**src/rtl/ex_div.sv**
```systemverilog
// Multi-cycle 32-bit restoring divider for the EX stage (div/divu).
// One quotient bit per clock; result is {remainder, quotient}, registered.
module ex_div (
    input  logic        clk,
    input  logic        rst,
    input  logic        signed_div,
    input  logic [31:0] opdata1,
    input  logic [31:0] opdata2,
    input  logic        start,
    input  logic        annul,
    output logic [63:0] result,
    output logic        ready
);

    typedef enum logic [1:0] {
        FREE    = 2'd0,
        BY_ZERO = 2'd1,
        ON      = 2'd2,
        END     = 2'd3
    } state_t;

    state_t      state;
    state_t      state_nx;
    logic [5:0]  cnt;
    logic [5:0]  cnt_nx;
    logic [64:0] work;
    logic [64:0] work_nx;
    logic [31:0] divisor;
    logic [31:0] divisor_nx;
    logic        neg_quot;
    logic        neg_quot_nx;
    logic        neg_rem;
    logic        neg_rem_nx;
    logic        ready_nx;
    logic [63:0] result_nx;

    logic [31:0] abs1;
    logic [31:0] abs2;
    logic [64:0] shifted;
    logic [33:0] trial;
    logic [31:0] quot_fix;
    logic [31:0] rem_fix;

    // Magnitudes are taken only for signed requests with a negative operand.
    assign abs1 = (signed_div && opdata1[31]) ? (~opdata1 + 32'd1) : opdata1;
    assign abs2 = (signed_div && opdata2[31]) ? (~opdata2 + 32'd1) : opdata2;

    // work = {guard, partial remainder, dividend/quotient}; the partial
    // remainder stays below the divisor, so the trial never needs more than 34 bits.
    assign shifted = {work[63:0], 1'b0};
    assign trial   = {1'b0, shifted[64:32]} - {2'b00, divisor};

    assign quot_fix = neg_quot ? (~work[31:0] + 32'd1) : work[31:0];
    assign rem_fix  = neg_rem  ? (~work[63:32] + 32'd1) : work[63:32];

    always_ff @(posedge clk) begin
        if (rst) begin
            state <= FREE;
        end else begin
            state <= state_nx;
        end
    end

    always_comb begin
        state_nx = state;
        case (state)
            FREE: begin
                if (start && !annul) begin
                    state_nx = (opdata2 == 32'd0) ? BY_ZERO : ON;
                end
            end
            BY_ZERO: state_nx = END;
            ON: begin
                if (annul) begin
                    state_nx = FREE;
                end else if (cnt == 6'd32) begin
                    state_nx = END;
                end
            end
            END: begin
                if (!start) begin
                    state_nx = FREE;
                end
            end
            default: state_nx = FREE;
        endcase
    end

    always_comb begin
        cnt_nx      = cnt;
        work_nx     = work;
        divisor_nx  = divisor;
        neg_quot_nx = neg_quot;
        neg_rem_nx  = neg_rem;
        ready_nx    = ready;
        result_nx   = result;
        case (state)
            FREE: begin
                ready_nx  = 1'b0;
                result_nx = 64'h0;
                if (start && !annul && (opdata2 != 32'd0)) begin
                    work_nx     = {33'h0, abs1};
                    divisor_nx  = abs2;
                    neg_quot_nx = signed_div & (opdata1[31] ^ opdata2[31]);
                    neg_rem_nx  = signed_div & opdata1[31];
                    cnt_nx      = 6'd0;
                end
            end
            BY_ZERO: begin
                work_nx   = 65'h0;
                result_nx = 64'h0;
            end
            ON: begin
                if (annul) begin
                    ready_nx  = 1'b0;
                    result_nx = 64'h0;
                    cnt_nx    = 6'd0;
                end else if (cnt == 6'd32) begin
                    result_nx = {rem_fix, quot_fix};
                    ready_nx  = 1'b1;
                    cnt_nx    = 6'd0;
                end else begin
                    if (trial[33]) begin
                        work_nx = {shifted[64:1], 1'b0};
                    end else begin
                        work_nx = {1'b0, trial[31:0], shifted[31:1], 1'b1};
                    end
                    cnt_nx = cnt + 6'd1;
                end
            end
            END: begin
                if (start) begin
                    ready_nx = 1'b1;
                end else begin
                    ready_nx  = 1'b0;
                    result_nx = 64'h0;
                end
            end
            default: begin
                ready_nx  = 1'b0;
                result_nx = 64'h0;
            end
        endcase
    end

    always_ff @(posedge clk) begin
        if (rst) begin
            cnt      <= 6'd0;
            work     <= 65'h0;
            divisor  <= 32'h0;
            neg_quot <= 1'b0;
            neg_rem  <= 1'b0;
            ready    <= 1'b0;
            result   <= 64'h0;
        end else begin
            cnt      <= cnt_nx;
            work     <= work_nx;
            divisor  <= divisor_nx;
            neg_quot <= neg_quot_nx;
            neg_rem  <= neg_rem_nx;
            ready    <= ready_nx;
            result   <= result_nx;
        end
    end

endmodule

```
**config.mk**
```make
export PLATFORM = sky130hd
export DESIGN_NAME = ex_div
export DESIGN_NICKNAME = d
export VERILOG_FILES = /design/src/rtl/ex_div.sv
export SDC_FILE = /design/constraint.sdc
export NUM_CORES = 1
export LEC_CHECK = 0
export BUFFER_PORTS_ARGS = -buffer_cell sky130_fd_sc_hd__clkbuf_2
export CAP_MARGIN = 20
export CORE_MARGIN = 2
export CORE_UTILIZATION = 64
export DETAILED_ROUTE_END_ITERATION = 16
export GPL_ROUTABILITY_DRIVEN = 0
export PLACE_DENSITY = 0.87
export SLEW_MARGIN = 20
export SYNTH_ARGS = -nofsm -noshare
export SYNTH_HDL_FRONTEND = slang
export SYNTH_SLANG_ARGS = --single-unit
```
**constraint.sdc**
```tcl
create_clock -name clk -period 4.9 [get_ports clk]
set_input_delay 0 -clock clk [delete_from_list [all_inputs] [get_ports clk]]
set_output_delay 0 -clock clk [all_outputs]
set_load 0.005 [all_outputs]
```
* Word-level counts from Yosys, hierarchy flattened
Index checks and enable logic that the tools add are counted.
** Word-level totals
- Word-level logic and storage cells :: 76
- Flip-flop bits (word level) :: 171
** Operators by class
- Add/sub/neg operators :: 6
- Bitwise logic cells :: 7
- Eq/ne operators :: 10
- Mux-type cells :: 27
- Reductions and logical operators :: 18
** Operators by type and width (number)
- $mux W64 :: 7
- $pmux W64 S3 :: 2
- $add A32 B1 Y32 const B :: 4
- $mux W32 :: 4
- $not A32 Y32 :: 4
- $sub A33 B32 Y34 :: 1
- $logic_not A32 Y1 :: 1
- $reduce_bool A32 Y1 :: 1
- $mux W6 :: 3
- $pmux W6 S2 :: 1
- $mux W2 :: 5
- $ne A2 B2 Y1 const B :: 5
- $pmux W2 S4 :: 1
- $reduce_and A2 Y1 :: 4
- $add A6 B1 Y6 const B :: 1
- $eq A6 B6 Y1 const B :: 1
- $reduce_bool A3 Y1 :: 2
- $eq A2 B2 Y1 const B :: 2
- $logic_and A1 B1 Y1 :: 4
- $reduce_and A4 Y1 :: 1
- $mux W1 :: 3
- $ne A3 B3 Y1 const B :: 1
- $pmux W1 S3 :: 1
- $reduce_and A3 Y1 :: 1
- 7 further kinds :: 8

* Depth between registers and ports, before layout
- Depth in word-level cells :: 6
- Depth in mapped cells :: 13

* Worst setup path after synthesis
OpenSTA, ideal clock, no wires.
- Path kind :: register -> register
- Start point :: register work[50]
- End point :: register work[39]
- Arrival time :: 2.614 ns
- Path buffers :: 2
- Clock period less this slack :: 2.676 ns
- Data required time :: 4.838 ns
- Slack :: 2.224 ns
- Cell stages (with the launch flop) :: 12
- Path through :: dfxtp_1 ha_1 clkbuf_1 nand2_1 nor4_1 nor4b_1 o311a_1 o21ai_1 and3_1 buf_2 or4_1 nand3_1
** Between the ends
- Cells in the longest elaborated chain, start to end :: 5
** RTL lines
- start: declaration :: RTL line 26 : logic [64:0] work;
- start signal: assignment :: RTL line 157 : work <= work_nx;
- $sub A33 B32 Y34 :: RTL line 51 : assign trial = {1'b0, shifted[64:32]} - {2'b00, divisor};
- $mux W64 :: RTL line 123 : if (trial[33]) begin
- $mux W64 :: RTL line 118 : end else if (cnt == 6'd32) begin
- $mux W64 :: RTL line 114 : if (annul) begin
- $pmux W64 S3 :: RTL line 97 : case (state)
Every way passes these cells. The select of a mux whose other input is x is not followed.
A chain may end at the register's enable or synchronous reset.

* Worst setup path after layout
- Start point :: register work[49]
- End point :: register work[33]
The elaborated chain is that of the path after synthesis.

==> impl_metrics.tcl <==
set metrics [dict create \
    synth_top_family_by_area "compound AO/OA/AOI/OAI gates" \
    cts_tree "yes" \
    num_antenna_cells 0 \
    p_sw_w 0.00214 \
    synth_cell_types 72 \
    wl_per_cell_um 17.7 \
    path_delay_family "compound AO/OA/AOI/OAI gates" \
    syn-num-nets 1558 \
    status "complete, but fails checks" \
    syn2layout_area_growth_pct 14.2 \
    ctsLongestPathBuffers 2 \
    holdPathStages 3 \
    synth_edf_count 0 \
    ys_ff_latch 171 \
    worstMarginPinSlew_ns 1.06 \
    power_density_nw_per_um2 405 \
    r2r_start "work[49]" \
    seq_power_share_pct 35.6 \
    initial_core_util_pct 64.9 \
    grt_pass1_vias 10230 \
    tns_ns 0 \
    min_to "divisor[20]" \
    end_kind "flip-flop" \
    finalNonFillerCells 1787 \
    synthAdderAreaFrac_pct 5.03 \
    yosysMostFrequentCell "dfxtp_1" \
    drt-total-wl_mm 31.6 \
    postRouteAntennaNets 0 \
    synth-simple-area-share_pct 22.9 \
    route.vias.total 11248 \
    drv_cap 0 \
    ff2ff_setup_slack_ns 1.19 \
    clk_pin_slew_worst_paths_ns 0.08 \
    startpoint_type "flip-flop" \
    nets 1662 \
    crit_type "flip-flop to flip-flop" \
    synth_xor_area_share_pct 11.4 \
    pre_cts_ws_ns 1.37 \
    slowest_delay_ns 0.81 \
    row_count 48 \
    p_leak_nw 5.11 \
    drc_errors 0 \
    antenna_found_initial 0 \
    clock-sinks 171 \
    clock_skew_ns 0.0105 \
    num-fill-cells 1290 \
    track_usage_pct 34.0 \
    layout_min_cycle_time_ns 3.71 \
    drt-vias-per-instance 6.29 \
    crit_top_cell "a21oi_1" \
    synth_commonest_cells "dfxtp_1, nor2_1, nand2_1" \
    timing.fmax_mhz 270 \
    cts-resized-gates 0 \
    rr_worst_depth 8 \
    slew_viol_final 0 \
    hold_slack_ns -0.0276 \
    setup_ws_ns 1.19 \
    violations "negative hold slack" \
    worstSkewPairLatency_ns 0.44 \
    synth_mux_area_share_pct 1.36 \
    root_buffer "clkbuf_16" \
    die_x_um 136 \
    fin_area_sq_um 12700 \
    ir_drop_mv 0.517 \
    path_max_fanout 25 \
    hold_class "primary input to flip-flop" \
    postPlaceCellArea_sq_um 11800 \
    yosys_warnings 0 \
    synth_seq_area_share_pct 30.8 \
    cp_slowest_cell "nand3_1" \
    h-tree-depth 4 \
    synth_async_sr_flop_share_pct 0 \
    synthFlopType "dfxtp_1" \
    synth_top_cell_by_area "dfxtp_1" \
    p_int_w 0.00299 \
    synth_compound_area_share_pct 23.5 \
    place.port_buffers 133 \
    core_area_sq_um 17100 \
    fin_crit_sh_pct 75.7 \
    cp.required_ns 5.21 \
    min_from "opdata2[20]" \
    rsz0062_at_grt "no" \
    cp.arrival_ns 4.02 \
    finalHoldViolCount 1 \
    grt_max_degree 78 \
    grt_pass1_wl_mm 50.3 \
    sw_frac_of_total_pct 41.7 \
    pwr-share-comb_pct 37.9 \
    yosys-top-cells-area "dfxtp_1, xnor2_1, nor2_1, xor2_1, nand2_1" \
    avgSynthCellArea_sq_um 7.68 \
    dieHeight_um 136 \
    crit_buf_inv 0 \
    crit_path_cell_trace "ha_1 -> a21oi_1 -> o21ai_0 -> a21oi_1 -> o211ai_1 -> o21ai_1 -> nand3_1 -> o311ai_0" \
    die_area_sq_um 18400 \
    grt_overflow_total 0 \
    dpl.cell_count 1725 \
    dp_hpwl_mm 22.9 \
    pwr-share-clk_pct 26.5 \
    slew_headroom_pct 29.5 \
    drt_iter0_markers 1189 \
    synth_top_cell_area_share_pct 30.8 \
    setup_viol 0 \
    drive_above_1_share_pct 12.8 \
    synth.cell_area_sq_um 11100 \
    ios 134 \
    dr.pass1.iters 6 \
    synthesis.instances 1445 \
    cts_made_buffers 17 \
    regToRegEndpoint "work[33]" \
]
## metrics by stage
stage / hold WS, ns / total power [W] / utilization, %
global placement: 0.296 / 0.00365 / 68.8
floorplan: 0.136 / 0.00322 / -
finish: -0.0276 / 0.00513 / 74.1
detailed placement: 0.303 / 0.00370 / 68.8
CTS: 0.00141 / 0.00506 / 74.0
global route: 0.0232 / 0.00540 / 74.1
## flip-flops by register name, summed over array words and instances, names as in the netlist
signal,count
work,64
neg_quot,1
result,64
neg_rem,1
ready,1
cnt,6
divisor,32
state,2
## timing repair
item                                   4_1_cts  5_1_grt
endpoints found under the hold margin       54        1
hold buffers                                29        1
setup buffers                                0        0
## cell families after synthesis
family,after synthesis
AO/OA/AOI/OAI,397
XOR/XNOR,144
adder cells (fa/ha/maj),44
buffers and inverters,145
flip-flops,171
multiplexers,15
AND/OR/NAND/NOR,529
## per-layer routing
metal	part of all wire, %	global-route usage [%]	vias up
li1	-	-	5408
met1	42	45.9	5181
met2	46	53.6	563
met3	7.9	6.21	96
met4	3.5	14.3	0
met5	0	0	-
## cells in the final DEF, fill, tap and decap left out, types with 6 or more instances in the layout
cell and instances:
o21a_1 7, nand4_1 12, and2_1 6, nand2_1 145, o31ai_1 32, nand2b_1 11
xnor2_1 78, inv_6 6, xor2_1 66, or4_1 16, a211oi_1 40, buf_4 9
a21o_1 10, nor2b_1 9, o21ai_0 103, a21oi_1 82, or3_1 17, a31oi_1 10
clkbuf_16 17, nor2_1 158, nor3_1 37, dlygate4sd3_1 30, nor4_1 7, o211ai_1 23
clkbuf_2 132, inv_1 59, o41ai_1 13, nand3_1 75, ha_1 43, dfxtp_1 170
mux2i_1 14, a22oi_1 28, a32oi_1 10
## worst min-delay path, delay by kind of cell
| kind | cells | cell delay [ns] |
|---|---|---|
| AO/OA/AOI/OAI | 1 | 0.09 |
| XOR/XNOR | 1 | 0.18 |
| buffers and inverters | 1 | 0.10 |
## cell type report
| type | instances | area [sq um] | share of cell area, % |
|---|---|---|---|
| timing repair buffer | 171 | 1030 | 8.11 |
| multi-input combinational | 1129 | 7130 | 56.2 |
| clock inverter | 15 | 173 | 1.36 |
| sequential | 171 | 3420 | 27.0 |
| clock buffer | 17 | 425 | 3.35 |
| inverter | 59 | 221 | 1.75 |
| tap | 225 | 282 | 2.22 |
## power groups by stage
| stage | Combinational (W) | Clock, W | Sequential [W] |
|---|---|---|---|
| after floorplan | 0.00147 | 0 | 0.00175 |
| after global placement | 0.00182 | 0 | 0.00183 |
| after detailed placement | 0.00185 | 0 | 0.00184 |
| after CTS | 0.00189 | 0.00136 | 0.00181 |
| after global routing | 0.00213 | 0.00142 | 0.00185 |
| final | 0.00194 | 0.00136 | 0.00183 |
## worst max-delay path by stage
stage	start	end	slack, ns	depth (start not counted)
2_1_floorplan	work[50]	work[39]	2.22	11
3_3_place_gp	work[34]	work[41]	1.51	9
3_5_place_dp	work[34]	work[33]	1.37	8
4_1_cts	work[34]	work[41]	1.34	9
5_1_grt	work[49]	work[33]	1.00	8
6_report	work[49]	work[33]	1.19	8
Note: power is estimated with default switching activity, not from simulation.
